--- config.mk ---
export PLATFORM = sky130hd
export DESIGN_NAME = alu_cmd_driver_flat
export DESIGN_NICKNAME = d
export VERILOG_FILES = /design/src/rtl/alu_cmd_driver_if.sv /design/src/rtl/alu_cmd_driver.sv /design/src/flat_wrapper.sv
export SDC_FILE = /design/constraint.sdc
export NUM_CORES = 1
export LEC_CHECK = 0
export CORE_UTILIZATION = 52
export DETAILED_ROUTE_END_ITERATION = 10
export GPL_TIMING_DRIVEN = 0
export PLACE_DENSITY = 0.87
export SLEW_MARGIN = 25
export SYNTH_ARGS = -nofsm -noshare
export SYNTH_HDL_FRONTEND = slang
export SYNTH_SLANG_ARGS = --single-unit
--- constraint.sdc ---
create_clock -name clk -period 2.95 [get_ports clk]
set_clock_uncertainty 0.1 [all_clocks]
set_input_delay 0.4425 -clock clk [delete_from_list [all_inputs] [get_ports clk]]
set_output_delay 0.4425 -clock clk [all_outputs]
set_load 0.01 [all_outputs]
--- src/rtl/alu_cmd_driver_if.sv ---
// Signal bundle between alu_cmd_driver and its environment.
// It carries the command stream, the result stream and the ALU operand/select/result lines.
interface alu_cmd_driver_if;
    logic       cmd_valid;
    logic       cmd_ready;
    logic       cmd_load;
    logic [2:0] cmd_op;
    logic [3:0] cmd_b;

    logic [3:0] alu_a;
    logic [3:0] alu_b;
    logic [2:0] alu_sel;
    logic [3:0] alu_out;
    logic       alu_carry;

    logic       res_valid;
    logic       res_ready;
    logic [3:0] res_data;
    logic       res_carry;
    logic       res_zero;
    logic       res_dz;

    logic [3:0] acc;

    // master: command source, result consumer and the combinational ALU
    modport master (
        output cmd_valid, cmd_load, cmd_op, cmd_b, res_ready, alu_out, alu_carry,
        input  cmd_ready, alu_a, alu_b, alu_sel, res_valid, res_data,
               res_carry, res_zero, res_dz, acc
    );

    // slave: the command driver itself
    modport slave (
        input  cmd_valid, cmd_load, cmd_op, cmd_b, res_ready, alu_out, alu_carry,
        output cmd_ready, alu_a, alu_b, alu_sel, res_valid, res_data,
               res_carry, res_zero, res_dz, acc
    );
endinterface

--- src/rtl/alu_cmd_driver.sv ---
// Command front-end for the 4-bit combinational ALU: buffers commands in a FIFO,
// issues them one at a time with the accumulator as operand A, and returns results.
module alu_cmd_driver #(
    parameter int FIFO_DEPTH = 4
) (
    input  logic           clk,
    input  logic           rst_n,
    alu_cmd_driver_if.slave bus
);
    localparam int AW = (FIFO_DEPTH > 2) ? $clog2(FIFO_DEPTH) : 1;
    localparam logic [AW:0]   CNT_ONE   = (AW+1)'(1);
    localparam logic [AW:0]   CNT_FULL  = (AW+1)'(FIFO_DEPTH);
    localparam logic [AW-1:0] PTR_ONE   = AW'(1);

    typedef enum logic [1:0] {
        IDLE,
        ISSUE,
        RESP
    } state_t;

    state_t state;
    state_t state_next;

    logic [7:0]    fifo_mem [FIFO_DEPTH];
    logic [AW-1:0] wr_ptr;
    logic [AW-1:0] rd_ptr;
    logic [AW:0]   count;
    logic          full;
    logic          empty;
    logic          push;
    logic          pop;
    logic          capture;
    logic          release_res;
    logic [7:0]    head;

    logic       cur_load;
    logic [3:0] acc_q;
    logic [3:0] alu_a_q;
    logic [3:0] alu_b_q;
    logic [2:0] alu_sel_q;
    logic [3:0] res_data_q;
    logic       res_valid_q;
    logic       res_carry_q;
    logic       res_dz_q;
    logic [3:0] capture_value;

    // Ready looks only at the registered full flag, so a same-cycle pop never frees a slot early.
    assign full          = (count == CNT_FULL);
    assign empty         = (count == '0);
    assign push          = bus.cmd_valid && !full;
    assign head          = fifo_mem[rd_ptr];
    assign bus.cmd_ready = !full;

    always_ff @(posedge clk) begin
        if (push) begin
            fifo_mem[wr_ptr] <= {bus.cmd_load, bus.cmd_op, bus.cmd_b};
        end
    end

    always_ff @(posedge clk or negedge rst_n) begin
        if (!rst_n) begin
            wr_ptr <= '0;
            rd_ptr <= '0;
            count  <= '0;
        end else begin
            if (push) begin
                wr_ptr <= wr_ptr + PTR_ONE;
            end
            if (pop) begin
                rd_ptr <= rd_ptr + PTR_ONE;
            end
            unique case ({push, pop})
                2'b10:   count <= count + CNT_ONE;
                2'b01:   count <= count - CNT_ONE;
                default: count <= count;
            endcase
        end
    end

    always_ff @(posedge clk or negedge rst_n) begin
        if (!rst_n) begin
            state <= IDLE;
        end else begin
            state <= state_next;
        end
    end

    always_comb begin
        state_next  = state;
        pop         = 1'b0;
        capture     = 1'b0;
        release_res = 1'b0;
        unique case (state)
            IDLE: begin
                if (!empty) begin
                    pop        = 1'b1;
                    state_next = ISSUE;
                end
            end
            ISSUE: begin
                capture    = 1'b1;
                state_next = RESP;
            end
            RESP: begin
                if (bus.res_ready) begin
                    release_res = 1'b1;
                    state_next  = IDLE;
                end
            end
            default: state_next = IDLE;
        endcase
    end

    // A load still travels through ISSUE, but the ALU result is replaced by the load value.
    always_comb begin
        capture_value = cur_load ? alu_b_q : bus.alu_out;
    end

    always_ff @(posedge clk or negedge rst_n) begin
        if (!rst_n) begin
            cur_load    <= 1'b0;
            acc_q       <= '0;
            alu_a_q     <= '0;
            alu_b_q     <= '0;
            alu_sel_q   <= '0;
            res_data_q  <= '0;
            res_valid_q <= 1'b0;
            res_carry_q <= 1'b0;
            res_dz_q    <= 1'b0;
        end else begin
            if (pop) begin
                alu_a_q   <= acc_q;
                alu_b_q   <= head[3:0];
                alu_sel_q <= head[6:4];
                cur_load  <= head[7];
            end
            if (capture) begin
                acc_q       <= capture_value;
                res_data_q  <= capture_value;
                res_carry_q <= !cur_load && (alu_sel_q == 3'b000) && bus.alu_carry;
                res_dz_q    <= !cur_load && (alu_sel_q == 3'b011) && (alu_b_q == 4'd0);
                res_valid_q <= 1'b1;
            end else if (release_res) begin
                res_valid_q <= 1'b0;
            end
        end
    end

    assign bus.alu_a     = alu_a_q;
    assign bus.alu_b     = alu_b_q;
    assign bus.alu_sel   = alu_sel_q;
    assign bus.acc       = acc_q;
    assign bus.res_valid = res_valid_q;
    assign bus.res_data  = res_data_q;
    assign bus.res_carry = res_carry_q;
    assign bus.res_zero  = (res_data_q == 4'd0);
    assign bus.res_dz    = res_dz_q;

endmodule

--- src/flat_wrapper.sv ---
// flat-port wrapper written by rule: the top's interface ports become plain ports
module alu_cmd_driver_flat 
#(
    parameter int FIFO_DEPTH = 4
)
  (clk, rst_n, bus_cmd_valid, bus_cmd_load, bus_cmd_op, bus_cmd_b, bus_res_ready, bus_alu_out, bus_alu_carry, bus_cmd_ready, bus_alu_a, bus_alu_b, bus_alu_sel, bus_res_valid, bus_res_data, bus_res_carry, bus_res_zero, bus_res_dz, bus_acc);
  alu_cmd_driver_if bus_i ();
  input  logic clk;
  input  logic rst_n;
  input wire logic [$bits(bus_i.cmd_valid)-1:0] bus_cmd_valid;
  input wire logic [$bits(bus_i.cmd_load)-1:0] bus_cmd_load;
  input wire logic [$bits(bus_i.cmd_op)-1:0] bus_cmd_op;
  input wire logic [$bits(bus_i.cmd_b)-1:0] bus_cmd_b;
  input wire logic [$bits(bus_i.res_ready)-1:0] bus_res_ready;
  input wire logic [$bits(bus_i.alu_out)-1:0] bus_alu_out;
  input wire logic [$bits(bus_i.alu_carry)-1:0] bus_alu_carry;
  output wire logic [$bits(bus_i.cmd_ready)-1:0] bus_cmd_ready;
  output wire logic [$bits(bus_i.alu_a)-1:0] bus_alu_a;
  output wire logic [$bits(bus_i.alu_b)-1:0] bus_alu_b;
  output wire logic [$bits(bus_i.alu_sel)-1:0] bus_alu_sel;
  output wire logic [$bits(bus_i.res_valid)-1:0] bus_res_valid;
  output wire logic [$bits(bus_i.res_data)-1:0] bus_res_data;
  output wire logic [$bits(bus_i.res_carry)-1:0] bus_res_carry;
  output wire logic [$bits(bus_i.res_zero)-1:0] bus_res_zero;
  output wire logic [$bits(bus_i.res_dz)-1:0] bus_res_dz;
  output wire logic [$bits(bus_i.acc)-1:0] bus_acc;
  assign bus_i.cmd_valid = bus_cmd_valid;
  assign bus_i.cmd_load = bus_cmd_load;
  assign bus_i.cmd_op = bus_cmd_op;
  assign bus_i.cmd_b = bus_cmd_b;
  assign bus_i.res_ready = bus_res_ready;
  assign bus_i.alu_out = bus_alu_out;
  assign bus_i.alu_carry = bus_alu_carry;
  assign bus_cmd_ready = bus_i.cmd_ready;
  assign bus_alu_a = bus_i.alu_a;
  assign bus_alu_b = bus_i.alu_b;
  assign bus_alu_sel = bus_i.alu_sel;
  assign bus_res_valid = bus_i.res_valid;
  assign bus_res_data = bus_i.res_data;
  assign bus_res_carry = bus_i.res_carry;
  assign bus_res_zero = bus_i.res_zero;
  assign bus_res_dz = bus_i.res_dz;
  assign bus_acc = bus_i.acc;
  alu_cmd_driver #(.FIFO_DEPTH(FIFO_DEPTH)) u_core (.clk(clk), .rst_n(rst_n), .bus(bus_i));
endmodule
; ---- Word-level counts from Yosys, hierarchy flattened
; Memories as Yosys holds them, arrays and structs flattened. A register that Yosys moved wholly into a read port is not among the register bits.
; Cells that the tools add are included.
; W data, S select, Z words.
[op_classes]
n_addsub = 4
n_eq_ne = 8
muxes = 14
reduce_logical = 16
[op_table]
columns = cell, count
row1 = $mux W1, 9
row2 = $logic_not A4 Y1, 2
row3 = $logic_not A3 Y1, 2
row4 = $pmux W2 S3, 1
row5 = $pmux W3 S2, 1
row6 = $logic_and A1 B1 Y1, 5
row7 = $add A2 B1 Y2 const B, 2
row8 = $eq A2 B1 Y1 const B, 2
row9 = $eq A2 B2 Y1 const B, 2
row10 = $mux W2, 2
row11 = $mux W4, 1
row12 = $ne A2 B2 Y1 const B, 2
row13 = $reduce_bool A2 Y1, 2
row14 = $add A3 B1 Y3 const B, 1
row15 = $eq A3 B2 Y1 const B, 1
row16 = $eq A3 B3 Y1 const B, 1
row17 = $logic_not A1 Y1, 3
row18 = $sub A3 B1 Y3 const B, 1
row19 = $logic_not A2 Y1, 1
row20 = $reduce_and A2 Y1, 1
[word_totals]
reg_bits = 20
ramBits = 32
input_bits = 17
out_inout_bits = 24
wordCells = 52
memories = 1
[memory_table]
columns = memory, words, word_bits, rd, rd_clocked_by_memory_dff, write_ports, line_no
row1 = u_core.fifo_mem, 4, 8, 1, 1, 1, alu_cmd_driver.sv:24  ; logic [7:0] fifo_mem [FIFO_DEPTH];

; ---- Longest topological paths before layout
; Gate-level depths: netlist of the first run.
[depth]
ltp_word = 5
mapped_depth = 10
mapped_depth_nobuf = 9

; ---- Worst setup path before layout of the first run
; OpenSTA, ideal clock, no wires.
[synth_path]
path_kind = reg-to-reg
start = register u_core.count[0]
end = register u_core.count[2]
setup_ns = 0.079
t_arrival_ns = 2.009
setup_slack_ns = 0.762
stages_incl_launch_ff = 10
path_buffers = 0
path_cell_list = dfrtp_1 > or3b_4 > and2_4 > inv_1 > ha_1 > inv_1 > fa_1 > xor2_1 > nor2_1 > xor2_1
[synth_between]
elab_chain_cells = 5
elab_cells_between_ends = 12
cone_classes = add/sub (2) / eq/ne (3) / mux (3) / reduce/logical (4)
[synth_rtl]
columns = element, line_no
row1 = from (decl), alu_cmd_driver.sv:27  ; logic [AW:0] count;
row2 = from (signal assigned), alu_cmd_driver.sv:73  ; 2'b10: count <= count + CNT_ONE;
row3 = from (signal assigned), alu_cmd_driver.sv:74  ; 2'b01: count <= count - CNT_ONE;
row4 = from (signal assigned), alu_cmd_driver.sv:75  ; default: count <= count;
row5 = $eq A3 B3 Y1 *, alu_cmd_driver.sv:48  ; assign full = (count == CNT_FULL);
row6 = $logic_not A1 Y1 *, -
row7 = via bus_cmd_ready, flat_wrapper.sv:17  ; output wire logic [$bits(bus_i.cmd_ready)-1:0] bus_cmd_ready;
row8 = $logic_and A1 B1 Y1 *, alu_cmd_driver.sv:50  ; assign push = bus.cmd_valid && !full;
row9 = $eq A2 B1 Y1 or $eq A2 B2 Y1 (tied branches), alu_cmd_driver.sv:72  ; unique case ({push, pop})
row10 = $pmux W3 S2 or $reduce_bool A2 Y1 (tied branches), -
; Mark *: on every way through the listed nets, which the timed path passes. The rest lies on a longest branch.
; A chain may end at the register's enable or synchronous reset.

; ---- Worst setup path in the final report of the first run
[layout_path]
start = register u_core.count[0]
end = register u_core.count[2]
[layout_between]
elab_chain_cells = 5
elab_cells_between_ends = 12
cone_classes = add/sub (2) / eq/ne (3) / mux (3) / reduce/logical (4)
[layout_rtl]
columns = element, line_no
row1 = $logic_not A3 Y1 or $eq A3 B3 Y1 (tied branches), "alu_cmd_driver.sv:49, alu_cmd_driver.sv:48"
row2 = $mux W1 or $logic_not A1 Y1 (tied branches), "alu_cmd_driver.sv:95, alu_cmd_driver.sv:50"
row3 = $mux W1 or $logic_and A1 B1 Y1 (tied branches), "alu_cmd_driver.sv:93, alu_cmd_driver.sv:50"
row4 = $eq A2 B1 Y1 or $eq A2 B2 Y1 (tied branches), alu_cmd_driver.sv:72
row5 = $pmux W3 S2 or $reduce_bool A2 Y1 (tied branches), -
; Several ways; a longest one is shown, not always the timed one.

==> results of run 1 <==
## power by group
part | switching, mW | internal [mW] | leakage, nW
registers | 0.204 | 1.18 | 0.631
logic | 0.648 | 0.838 | 0.533
clock network | 0.302 | 0.382 | 0.0996
total | 1.15 | 2.40 | 1.26
## cells by family (layout without fill, tap and decap cells)
family          after synthesis  in the layout  share of synthesized area
buf+inv                      18             74                    0.04405
xor+xnor                      6              6                    0.02102
mux                          25             25                     0.1572
compound gates               10             10                    0.02202
simple gates                 25             25                    0.05806
fa+ha+maj                     6              6                    0.03303
flops                        60             60                     0.6647
## worst max path at each step
stage / from / endpoint / slack [ns] / cells after the start
6_report: u_core.count[0] / u_core.count[2] / 0.62 / 9
5_1_grt: u_core.count[0] / u_core.count[2] / 0.51 / 9
4_1_cts: u_core.count[0] / u_core.count[2] / 0.62 / 9
3_5_place_dp: bus_cmd_valid / u_core.count[2] / 0.59 / 9
3_3_place_gp: bus_cmd_valid / u_core.count[2] / 0.68 / 9
2_1_floorplan: u_core.count[0] / u_core.count[2] / 0.76 / 9
## routing by layer
metal / GRT usage / wire length, um / share of wire / vias up
met2: 0.3534 / 2427 / 0.52 / 71
met4: 0.08000 / 85 / 0.018 / 0
met5: 0 / 0 / 0 / -
met1: 0.2549 / 1864 / 0.40 / 692
met3: 0.07314 / 335 / 0.071 / 11
li1: - / - / - / 650
## stage by stage
step | power (mW) | worst slack [ns] | instances | cell area [sq um] | hold WS, ns
after global routing | 3.765 | 0.5104 | 258 | 3143 | 0.06135
final | 3.556 | 0.6225 | 258 | 3143 | 0.02678
after detailed placement | 2.883 | 0.5925 | 242 | 2960 | 0.3815
after CTS | 3.587 | 0.6150 | 258 | 3143 | 0.04058
after global placement | 2.769 | 0.6781 | 242 | 2965 | 0.3742
after floorplan | 2.294 | 0.7616 | 150 | 2500 | 0.04691
## registers in the layout (all words and copies together) (netlist names)
register and flops:
u_core.bus.res_valid 1, u_core.bus.res_dz 1, u_core.bus.acc 4, u_core.wr_ptr 2, u_core.fifo_mem 32, u_core.count 3
u_core.bus.alu_b 4, u_core.cur_load 1, u_core.rd_ptr 2, u_core.bus.res_carry 1, u_core.bus.alu_sel 3, u_core.bus.alu_a 4
u_core.state 2
## layout make-up
class / instances / area [sq um]
Timing Repair Buffer: 40 / 395.4
Sequential cell: 60 / 1662
Clock inverter: 6 / 55.05
Tap cell: 52 / 65.06
Inverter: 9 / 46.29
Multi-Input combinational cell: 72 / 728.2
Fill cell: 296 / 1331
Buffer: 9 / 63.81
Clock buffer: 10 / 127.6
## critical path, cell delays in order, from the launching register on
cell,delay (ns)
dfrtp_1,0.42
or3b_4,0.45
and2_4,0.20
inv_1,0.05
ha_1,0.17
inv_1,0.07
fa_1,0.38
xor2_1,0.15
nor2_1,0.12
xor2_1,0.15
## placed cells by master (no fill, tap or decap), types with 3 or more instances in the layout
master	instances
mux2i_1	4
clkinv_2	5
o21ai_0	7
xnor2_1	4
dfrtp_1	28
clkbuf_1	4
mux4_2	6
ha_1	5
nor2_1	3
and3_2	4
inv_1	8
mux2_2	8
nand2_1	7
clkbuf_8	9
clkdlybuf4s50_1	39
mux2_4	5
buf_4	4
edfxtp_1	32
==> impl_summary.md, run 1 <==
Logic synthesis
The synthesized area divided by synthesized cell count is about 17 sq um. The sequential-to-total area share from yosys stat is 0.6647. The synthesized instance count is 150. Ranked by instance count, the synthesized netlist is headed by 32 x edfxtp_1, 28 x dfrtp_1, 8 x inv_1, 8 x mux2_2. Of the post-synthesis cell area, the dominant cell type holds 0.3844. The summed instance area of the synthesized netlist is 0.002500 sq mm. The count of synthesis-stage warnings from yosys is 0. The number of flops mapped to enable cells by yosys is 32.

The synthesized netlist contains 30 unique library cells. Of all flip-flops after synthesis, the portion carrying an async set or reset was 0.4667. The flop and latch count out of synthesis is 60. The synthesized net count is approximately 170. Yosys attributes the largest share of cell area to edfxtp_1 38%, dfrtp_1 28%, mux4_2 5.4%. The cell type with the highest aggregate area in the netlist is edfxtp_1. The most frequently used cell type in the post-synthesis netlist is edfxtp_1. The flip-flop cell with the highest count after synthesis is edfxtp_1.

Flow run
The total of max-cap violations is 0.

Clocking
After clock tree synthesis, the clock-pin slew on the worst setup and hold paths is 0.07 ns. Post-CTS repair changed the size of 0 cells. The clock tree from TritonCTS is yes.

The number of buffers created by CTS is 9. The buffer levels on the longest clock path is 2. The CTS sink count is 60.

The root buffer cell chosen for the clock tree is clkbuf_8. The clock insertion delay at the later pin of the skew report is 0.33 ns. The H-tree was split into 3 levels.

The number of setup buffers added after CTS is 0. After clock tree synthesis, the flow added hold-fix buffers numbering 0.

Layout
From synthesis to final layout, the design area changed by 25.73%. The final layout contains 224 nets. Once layout is complete, the utilization of the core stands at 0.7025. In the final layout, the share of cells above drive strength 1 is 0.2330.

The repair_antennas step left the layout with diodes totalling 0.

Worst setup path
The worst flop-to-flop path endpoint is u_core.count[2]. The number of cell instances on the worst register-to-register path is 9. The class of the most critical setup path is register to register. The setup check on the worst reg-to-reg path leaves a slack of 0.62 ns. For the worst setup path, the data arrival time is 2.48 ns. The data required time at the worst endpoint is ~3.1 ns. The start of the worst register-to-register path is u_core.count[0]. The capturing element type of the critical path is a register. The maximum fanout encountered on the critical timing path is 6. The worst setup path is launched from a register.

Routing
The average routed wire per standard cell is between 15 and 20 um. The DRC violation count after routing is 7. After detailed routing, the number of vias per cell comes to 5.519. The first-pass iteration count of the detailed router is 9. The residual antenna-violating net count after detailed routing is 0.

The via total after detailed routing is 1,424. The detailed router finished its first iteration with 106 violations. The routed design has 4.712 mm of wire.

Status
The flow ran to the end, but the final reports show violations. The final reports fail on design-rule violations.

Timing
Setup violations remaining at the end of the flow were counted as 0. The highest attainable clock frequency is 429.6 MHz. The share of the clock period used by the worst path is 0.7890.

The final critical-path required period is around 2.3 ns. The actual transition at the worst max-transition pin is 0.6250 ns. The max-slew violation count was 0. Setup repair after global routing left no endpoint under its margin. The final-layout setup total negative slack is 0 ns.

The worst slew slack as a fraction of its limit is 0.5833. The number of endpoints with negative hold slack in the final report is 0.

Floorplanning
The die covers 0.005089 sq mm. 41 I/O pins were placed. The area of the core is 0.004474 sq mm. The die is 71.34 um tall. The initial utilization of the core area, before any placement, comes to 0.5587. The floorplan has 24 rows. The die is 71.34 um wide.

Placed design
The count of buffers added on input and output ports is 40. Detailed placement finished with a half-perimeter wire length of between 3 and 4 mm. The placer's final routability congestion estimate is 0.8213.

Hold path
The path class of the lowest-slack min-delay path is primary input to async pin.

Global routing
The first global-routing pass estimated approximately 7.7 mm of wire. The via count of the first global-routing pass is 1,485. The initial antenna violation count was 0.

The pin count of the biggest net entering global routing is 29. The total routing usage reported by global routing is 0.2114. For this run the aggregate overflow at the end of global routing stands at 0.

Pwr
The peak supply drop is 0.0005469 V. The power per unit of standard cell area is 1131 mW/mm^2. For this design the static power due to leakage is 1.264 nW.
Note: power is estimated with default switching activity, not from simulation.
==> inputs of run 2 (changes only) <==
CORE_UTILIZATION = 47   (was 52)
PLACE_DENSITY = 0.83   (was 0.87)
clock period = 1.9 ns   (was 2.95 ns; I/O delays follow)
==> run 2 against run 1 <==
Compared with the run above:
- the flow finishes with violations (negative setup slack)
- register-to-register slack got worse by 0.83 ns
- first-iteration DRC count decreased by 57%
- non-clock buffer count increased by 11
- final area increased by 5.0%
- sequential cell count unchanged
- sequential power increased by 53%
- clock power increased by 81%
- sequential share of layout area decreased by 2.5 points
- cell count increased by 11%
- worst hold slack improved by 0.37 ns
- power increased by 63%
- worst setup slack got worse by 0.83 ns
- critical endpoint unchanged
==> impl_summary.md, run 2 (synthesis results as in run 1) <==
Floorplanning
The area of the core is 0.005107 sq mm. The die covers around 0.0056 sq mm. 41 I/O pins were placed. The number of rows in the core area is 26. The chip height is 74.93 um. The horizontal die dimension is between 70 and 80 um. The starting utilization of the core area is 0.4895.

Worst setup path
The capturing element type of the critical path is a register. The class of the most critical setup path is register to register. The worst setup path is launched from a register. For the worst setup path, the data required time is 2.06 ns. The number of cell instances on the worst register-to-register path is 9.

At the worst endpoint, the arrival time is roughly 2.3 ns. Of all nets on the critical path, the largest fanout is 3.

Routing
In the routed design, unresolved DRC markers number 0. In this run the top signal layer used is met4. The routed design uses 2.265 mm of met2 wire.

Using the TritonRoute via totals, the vias-per-cell ratio works out to 5.084. The average routed wire per standard cell is between 15 and 20 um. The via total after detailed routing is 1,459. In this run, the number of DRC markers left after iteration 0 of detailed routing was 46. The first detailed-routing pass took 4 iterations. The length of routed wiring on met1 is 1.857 mm. Summed over all layers, the routed wires come to roughly 4.5 mm. The routed length on met3 is 337 um. The count of nets left with antenna violations once routing finished came out at 0.

Placed design
The placed standard-cell area is 0.002998 sq mm. The wire-length estimate of the detail-placed layout is 2.868 mm. The quantity of I/O buffers inserted on ports is 40.

The placer's final routability congestion estimate is 0.7283.

Global routing
The initial antenna violation count is 0. The pin count of the biggest net entering global routing is 29. The first global-routing pass estimated 7.293 mm of wire.

In the global route stage, overall resource usage came out at 0.1939. For this run the aggregate overflow at the end of global routing stands at 0. The via count of the first global-routing pass is approximately 1,500.

Pwr
IR analysis of the VDD net gives a maximum drop of 0.0007127 V. The proportion of total power due to net switching is 0.3111. The total net switching power is 1.808 mW.

The share of total power in the clock network is 0.213. The proportion of power drawn by flip-flops and latches is 0.364. The internal portion of the total power is about 4 mW. The power per unit of standard cell area is ~1800 mW/mm^2.

The analysis attributes to cell leakage a power of approximately 1.3 nW. Of the total power, combinational logic draws 0.422.

Layout
The register with the most flip-flops in the layout has 32 of them. The synthesis-to-layout area growth is 31.98%. The area of all placed cells without fillers is 0.003299 sq mm. The register with the highest flop count is u_core.fifo_mem. The layout cell share with drive strength beyond 1 is 0.2995. Leaving out fill and tap cells, the most frequent cell in the layout is clkdlybuf4s50_1.

Leaving out fill and tap cells, the most frequent cells in the layout are 37 x clkdlybuf4s50_1, 32 x edfxtp_1, 27 x dfrtp_1, 14 x buf_4, 9 x clkbuf_8. The number of antenna diodes in the final layout is 0. For this run, the post-layout net count is 235.

Hold path
The path class of the tightest hold or removal check is primary input to async pin.

Clocking
The later pin in the worst-skew pair is clocked with a latency of 0.34 ns. The buffer levels on the longest clock path is 2. The number of buffers created by CTS is 9. The root cell of the clock tree is clkbuf_8. The CTS sink count is 60. The clock-pin slew on the worst setup and hold paths is around 0.07 ns.

The clock tree from TritonCTS is yes. The H-tree depth is 3.

Timing
The setup slack of the critical path after layout is -0.2122 ns. Setup repair after global routing could not meet its margin everywhere. The worst slew slack as a fraction of its limit is 0.5759. The smallest hold slack is 0.3953 ns. The number of endpoints with negative hold slack in the final report is 0. The max-slew violation count is 0. The final setup violation count is 2. Dividing the final minimum period by the clock period gives 1.112. Static timing analysis puts the maximum clock frequency at roughly 470 MHz. The worst path in the final design needs a cycle of 2.112 ns, including I/O delays and setup.

For the pin with the worst max-slew slack, the measured transition is roughly 0.64 ns.

Status
The final reports fail on negative setup slack. The run finished, with violations left.

Flow run
Across the run, the number of max-cap violations was 0.
-- run 2: cell count changes in the layout (fill, tap and decap cells not counted), sizes merged --
cell / delta
clkinvlp: +2
dlygate4sd2: +1
dlygate4sd3: +1
clkinv: -3
clkdlybuf4s50: -2
buf: +11
bufinv: +1
-- run 2: layout make-up --
class	instances	area [sq um]
timing repair buffer	51	474.2
multi-input combinational	72	748.2
tap	70	87.58
buffer	9	63.81
fill	407	1808
clock inverter	6	88.84
clock buffer	10	127.6
sequential	60	1663
inverter	9	46.29
-- run 2: per-stage QoR --
step / cells / setup slack [ns] / TNS, ns / util / power (mW)
floorplan: 150 / -0.1977 / -0.2691 / - / 3.613
global placement: 260 / -0.2497 / -0.7676 / 0.5879 / 4.383
detailed placement: 260 / -0.2842 / -0.4170 / 0.5870 / 4.457
CTS: 286 / -0.2058 / -0.2609 / 0.6443 / 5.856
global route: 287 / -0.2975 / -0.4172 / 0.6460 / 6.199
finish: 287 / -0.2122 / -0.2756 / 0.6460 / 5.811
-- run 2: per-layer routing --
layer | up-vias | track usage
met5 | - | 0
met4 | 0 | 0.06289
met3 | 2 | 0.09772
met2 | 54 | 0.3213
met1 | 729 | 0.2195
li1 | 674 | -
-- run 2: repair_timing --
action,CTS,global route
buffers inserted,9,1
pin swaps,3,0
hold endpoints to repair,28,0
resized for setup,6,1
setup endpoints to repair,4,3
hold buffers,1,0
-- run 2: worst max-delay path: stages (launching register included) --
cell and delay, ns:
dfrtp_1 0.42, or3b_4 0.41, and2_4 0.15, inv_2 0.06
ha_4 0.12, inv_2 0.03, fa_2 0.32, xor2_1 0.14
nor2_1 0.12, xor2_1 0.16
-- run 2: worst paths after layout --
kind	from	to	slack, ns
setup / recovery	u_core.count[0]	u_core.count[2]	-0.21
hold / removal	rst_n	u_core.bus.alu_a[3]	0.40
setup reg to reg	u_core.count[0]	u_core.count[2]	-0.21
hold reg to reg	u_core.bus.res_dz	u_core.bus.res_dz	0.40
max in group asynchronous	rst_n	u_core.bus.acc[3]	0.84
min in group clk	u_core.bus.res_dz	u_core.bus.res_dz	0.40
-- run 2: power by group through the flow --
stage / clock, mW / sequential, mW / combinational, mW
4_1_cts: 1.27 / 2.11 / 2.47
3_5_place_dp: 0 / 2.15 / 2.30
2_1_floorplan: 0 / 2.16 / 1.45
6_report: 1.24 / 2.12 / 2.45
5_1_grt: 1.33 / 2.17 / 2.70
3_3_place_gp: 0 / 2.13 / 2.25
